===== src/rtl/curve_lut_ctrl.sv =====
// Double-buffered 8-bit grey-level contrast-curve lookup controller.
// Holds two 256x8 curve banks. One bank maps pixels while the host loads the
// other. A commit swaps the two banks at the next frame boundary, which is a
// rising edge of vsync.
//
//  state      | meaning
//  -----------+---------------------------------------------------------------
//  ST_INIT    | both banks being filled after reset, pixels bypass the lookup
//  ST_IDLE    | lookup live, host may write the shadow bank and commit
//  ST_PENDING | commit accepted, waiting for a vsync rising edge to swap banks
module curve_lut_ctrl #(
  parameter int INIT_IDENTITY = 1
) (
  input  logic       clk,
  input  logic       rst_n,

  input  logic       per_frame_vsync,
  input  logic       per_frame_href,
  input  logic       per_frame_clken,
  input  logic [7:0] per_img_Y,

  output logic       post_frame_vsync,
  output logic       post_frame_href,
  output logic       post_frame_clken,
  output logic [7:0] post_img_Y,

  input  logic       cfg_wr_en,
  input  logic [7:0] cfg_addr,
  input  logic [7:0] cfg_data,
  input  logic       cfg_commit,
  output logic       cfg_ready,
  output logic       cfg_pending,
  output logic       cfg_err,
  output logic       active_bank
);

  typedef enum logic [1:0] {
    ST_INIT    = 2'd0,
    ST_IDLE    = 2'd1,
    ST_PENDING = 2'd2
  } state_t;

  state_t     state;
  state_t     state_nxt;
  logic [7:0] init_cnt;

  logic [7:0] bank0 [256];
  logic [7:0] bank1 [256];

  logic       vsync_rise;
  logic       swap;
  logic       init_we;
  logic       shadow_we;
  logic       wr_reject;
  logic [7:0] fill_val;
  logic [7:0] lut_rd;

  // post_frame_vsync is the registered copy of vsync, so it doubles as the
  // previous-cycle value for frame-boundary detection.
  assign vsync_rise = per_frame_vsync & ~post_frame_vsync;

  assign fill_val = (INIT_IDENTITY != 0) ? init_cnt : 8'd0;

  // Read the active bank with the bank index held at the sampling edge.
  assign lut_rd = active_bank ? bank1[per_img_Y] : bank0[per_img_Y];

  // Next-state and strobe decode.
  always_comb begin
    state_nxt = state;
    swap      = 1'b0;
    init_we   = 1'b0;
    shadow_we = 1'b0;
    wr_reject = 1'b0;
    case (state)
      ST_INIT: begin
        init_we = 1'b1;
        if (init_cnt == 8'hFF) begin
          state_nxt = ST_IDLE;
        end
      end
      ST_IDLE: begin
        // A write in the commit cycle still lands before the commit is taken.
        shadow_we = cfg_wr_en;
        if (cfg_commit) begin
          state_nxt = ST_PENDING;
        end
      end
      ST_PENDING: begin
        wr_reject = cfg_wr_en;
        if (vsync_rise) begin
          swap      = 1'b1;
          state_nxt = ST_IDLE;
        end
      end
      default: begin
        state_nxt = ST_INIT;
      end
    endcase
  end

  // Control registers: state, init counter, bank select and host status.
  always_ff @(posedge clk) begin
    if (!rst_n) begin
      state       <= ST_INIT;
      init_cnt    <= 8'd0;
      active_bank <= 1'b0;
      cfg_ready   <= 1'b0;
      cfg_pending <= 1'b0;
      cfg_err     <= 1'b0;
    end else begin
      state <= state_nxt;
      if (init_we) begin
        init_cnt <= init_cnt + 8'd1;
      end
      if (swap) begin
        active_bank <= ~active_bank;
      end
      cfg_ready   <= (state_nxt == ST_IDLE);
      cfg_pending <= (state_nxt == ST_PENDING);
      cfg_err     <= wr_reject;
    end
  end

  // Pixel path: one register stage, bypass while the banks are being filled.
  always_ff @(posedge clk) begin
    if (!rst_n) begin
      post_frame_vsync <= 1'b0;
      post_frame_href  <= 1'b0;
      post_frame_clken <= 1'b0;
      post_img_Y       <= 8'd0;
    end else begin
      post_frame_vsync <= per_frame_vsync;
      post_frame_href  <= per_frame_href;
      post_frame_clken <= per_frame_clken;
      post_img_Y       <= (state == ST_INIT) ? per_img_Y : lut_rd;
    end
  end

  // Bank write port: init fills both banks, host writes only the shadow bank.
  always_ff @(posedge clk) begin
    if (rst_n) begin
      if (init_we) begin
        bank0[init_cnt] <= fill_val;
        bank1[init_cnt] <= fill_val;
      end else if (shadow_we) begin
        if (active_bank) begin
          bank0[cfg_addr] <= cfg_data;
        end else begin
          bank1[cfg_addr] <= cfg_data;
        end
      end
    end
  end

endmodule


===== config.mk =====
export PLATFORM = sky130hd
export DESIGN_NAME = curve_lut_ctrl
export DESIGN_NICKNAME = d
export VERILOG_FILES = /design/src/rtl/curve_lut_ctrl.sv
export SDC_FILE = /design/constraint.sdc
export NUM_CORES = 2
export LEC_CHECK = 0
export CAP_MARGIN = 5
export CELL_PAD_IN_SITES_DETAIL_PLACEMENT = 0
export CELL_PAD_IN_SITES_GLOBAL_PLACEMENT = 1
export CORE_MARGIN = 2
export CORE_UTILIZATION = 55
export CTS_CLUSTER_DIAMETER = 120
export DETAILED_ROUTE_END_ITERATION = 8
export PLACE_DENSITY = 0.76
export SETUP_SLACK_MARGIN = 0.1
export SYNTH_ARGS = -nofsm -noshare
export SYNTH_HDL_FRONTEND = slang
export SYNTH_SLANG_ARGS = --single-unit

===== constraint.sdc =====
create_clock -name clk -period 18.74 [get_ports clk]
set_input_delay 3.748 -clock clk [delete_from_list [all_inputs] [get_ports clk]]
set_output_delay 3.748 -clock clk [all_outputs]
set_load 0.01 [all_outputs]

==> run_results.csv <==
group,metric,value,unit
critical_path,startpoint_type,"input pin",
detailed_routing,firstDrtPassIters,5,
yosys,yosys.area_share.simple,0.0309,
floorplanning,rows,198,
yosys,syn_inst,7556,
sta,slew_headroom,0.0948,
pwr,total_power,19.0,mW
sta,finalClockSkew,0.0947,ns
detailed_routing,wl_per_cell,35.5,um
grt,grt-ovfl-total,0,
critical_path,critical_path.endpoint_type,"register",
critical_path,crit_required,19.63,ns
critical_path,arrival,10.19,ns
yosys,synthAdderAreaFrac,0.0000779,
yosys,synth.top_cell.area_share,0.766,
placement,post-place-ws,8.70,ns
critical_path,worstPathMaxFanout,111,
sta,drv_slew,0,
yosys,synth.largest_area_cell,"edfxtp_1",
detailed_routing,first_iter_violations,11100,
floorplanning,initial_core_util,0.552,
critical_path,slowest_delay,1.13,ns
layout,syn2layout_area_growth,10.7,%
cts,cts_resized,0,
yosys,synth_area_per_cell,21.3,um2
yosys,synth_edf_count,4096,
critical_path,crit_path_start,"per_img_Y[0]",
pwr,switching_share,0.211,
cts,numCtsBuffers,405,
pwr,p_leak,56.9,nW
grt,track_usage,0.287,
yosys,synthMuxAreaShare,0.150,
floorplanning,io_pins,46,
yosys,synth_compound_area_frac,0.0299,
detailed_routing,postRouteAntennaNets,0,
yosys,seq_area_frac_synth,0.769,
critical_path,cp_common_cell,"buf_12",
pwr,p_comb_frac,0.039,
yosys,synth_area,161000,um2
detailed_routing,vias,80507,
sta,period_needed,9.31,ns
detailed_routing,drt_wl_total,423,mm
floorplanning,core,291000,um2
sta,setup_slack,9.43,ns
yosys,synth_xor_area_frac,0.000382,
detailed_routing,routed_via_density,6.74,
pwr,internal_power,15.0,mW
yosys,synthDistinctLibCells,72,
critical_path,worst-setup-path-type,"input pin to register",
critical_path,worst-path-stages,11,
critical_path,path_buf_inv,4,
cts,cts_hold_buffers,0,
cts,clock_sinks,4121,
sta,fmaxAchievable,107,MHz
cts,clockRootBuffer,"clkbuf_16",
grt,grt_max_degree,180,
yosys,synthArstFlopShare,0,
cts,cts_tree,"built",
placement,place_inst,11180,
cts,postCtsSetupRepairBufs,0,
sta,finalSetupTns,0,ns
critical_path,slowest_stage,"nor4b_1",
cts,clockBufferDepth,4,
sta,rsz0062_at_grt,"no",
floorplanning,die_h,544,um
placement,port_buffers,45,
layout,final_util,0.611,
grt,first_global_vias,79407,
critical_path,rrSetupSlack,14.26,ns
floorplanning,die-area,296000,um2
yosys,synth_top_family_by_area,"multiplexers",
yosys,ys_seq_elements,4121,
min_path,hp-class,"register to register",
critical_path,r2r-end,"bank1[28][3]$_DFFE_PP_",
pwr,clkPwrFrac,0.429,
yosys,synth_commonest_cells,"edfxtp_1, mux4_2, nor2_1, a22oi_1, clkbuf_1",
pwr,p_sw,3.99,mW
sta,hold_viol,0,
layout,drive_gt1_frac,0.226,
yosys,synth_flop_cell,"edfxtp_1",
cts,htreeDepth,5,
grt,antenna_found_initial,22,
cts,cts.clk_slew.worst_paths,0.06,ns
detailed_routing,remaining_drc_errors,0,
yosys,synthTopCellsByArea,"edfxtp_1, mux4_2, nor2_1",
run,drv_cap,0,
yosys,syn_nets,7588,
sta,fin_crit_sh,0.497,
yosys,yosysMostFrequentCell,"edfxtp_1",
critical_path,cp_cell_sequence,"buf_16, buf_12, buf_4, buf_12, mux2i_1, o221ai_1, o22ai_1, nor4_1, a31oi_1, nor4b_1, a211o_1",
placement,gp_congestion,0.869,
critical_path,endpoint,"post_img_Y[0]$_SDFF_PN0_",
sta,setup_violations,0,
placement,dp_hpwl,257,mm
run_status,outcome,"complete, no violations",
critical_path,r2r-start,"state[0]$_SDFF_PN0_",
layout,n_fill_cell,20014,
pwr,share_seq_of_total_power,0.532,
yosys,synth_warnings,0,
layout,fin_cells,11938,
pwr,power_density,107,nW/um2
sta,worst_slew_pin_slew,1.34,ns
floorplanning,dieWidth,544,um
pwr,ir_drop,0.118,mV
grt,grt_pass1_wl,599,mm
critical_path,r2r_cells,6,
layout,nets,7720,
critical_path,cp_top_family,"buffers and inverters",
cts,clock_latency,1.00,ns
[power groups by stage]
stage	Clock [mW]	Combinational (mW)	Sequential, mW
floorplan	0	0.457	10.3
global placement	0	0.720	10.3
detailed placement	0	0.729	10.3
CTS	8.18	0.730	10.1
global route	8.52	0.760	10.1
finish	8.13	0.733	10.1
[registers in the layout, summed over array words and instances, names as in the netlist]
name / flops
active_bank: 1
bank0: 2048
bank1: 2048
cfg_err: 1
cfg_pending: 1
cfg_ready: 1
fill_val: 8
post_frame_clken: 1
post_frame_href: 1
post_frame_vsync: 1
post_img_Y: 8
state: 2
[area by class of cell]
type	instances	area (um2)	area share
multi-input combinational	2949	34400	0.193
sequential	4121	123000	0.695
tap	3900	4880	0.0275
antenna	10	25.0	0.000141
clock buffer	485	10500	0.0593
timing repair buffer	201	1720	0.00967
inverter	10	40.0	0.000225
clock inverter	262	2670	0.0150
[cell families (layout without fill, tap and decap cells)]
kind of cell / after synthesis / after routing
other cells: 0 / 10
simple gates: 1101 / 1101
fa+ha+maj: 1 / 1
compound gates: 662 / 662
buf+inv: 486 / 958
xor+xnor: 7 / 7
mux: 1178 / 1178
flops: 4121 / 4121
[cells in the final DEF, fill, tap and decap left out, types with 10 or more instances in the layout]
cell type and count:
dfxtp_1 25, or2_2 50, a21oi_1 79, nor3_1 93
clkbuf_16 410, o21ai_0 18, clkinvlp_4 13, mux2_8 14
o22ai_1 96, nand4_1 10, or3_1 23, nand2_2 11
diode_2 10, buf_4 150, a221oi_1 44, nand2b_1 22
clkdlybuf4s50_1 37, mux4_1 29, a22o_1 57, o221ai_1 51
a22oi_1 205, edfxtp_1 4096, a211oi_1 16, clkbuf_1 75
clkinv_1 101, nand2_1 137, clkinv_2 77, nand3_1 44
bufinv_16 45, mux2i_1 177, a31oi_1 29, or3_2 10
and2_1 37, mux4_2 948, nor4_1 34, nor2_1 574
[metrics by stage]
stage          instance area (um2)  hold slack [ns]
2_1_floorplan               161000            0.481
3_3_place_gp                164000            0.525
3_5_place_dp                164000            0.523
4_1_cts                     178000            0.538
5_1_grt                     178000            0.589
6_report                    178000            0.544
[per-layer routing]
metal | up-vias | track usage | part of all wire
li1 | 32001 | - | -
met2 | 4750 | 0.445 | 0.48
met4 | 16 | 0.129 | 0.050
met5 | - | 0 | 0.00025
met1 | 42848 | 0.401 | 0.37
met3 | 892 | 0.0535 | 0.099
[worst register-to-register path, cell delays in order (launching register included)]
cell     delay [ns]
dfxtp_1        0.35
nor2b_1        0.24
nor3b_2        0.20
buf_4          0.47
mux2i_1        0.97
nand2_1        0.84
nor2_1         1.01
[worst min-delay path by stage]
stage	slack, ns	to	from	cells after the start
detailed placement	0.52	cfg_err$_SDFF_PN0_	state[1]$_SDFF_PN0_	2
global placement	0.52	cfg_err$_SDFF_PN0_	state[1]$_SDFF_PN0_	2
global route	0.59	cfg_err$_SDFF_PN0_	state[1]$_SDFF_PN0_	2
CTS	0.54	cfg_err$_SDFF_PN0_	state[1]$_SDFF_PN0_	2
finish	0.54	cfg_err$_SDFF_PN0_	state[1]$_SDFF_PN0_	2
floorplan	0.48	cfg_err$_SDFF_PN0_	state[1]$_SDFF_PN0_	2
Power figures use the tool's default switching activity.
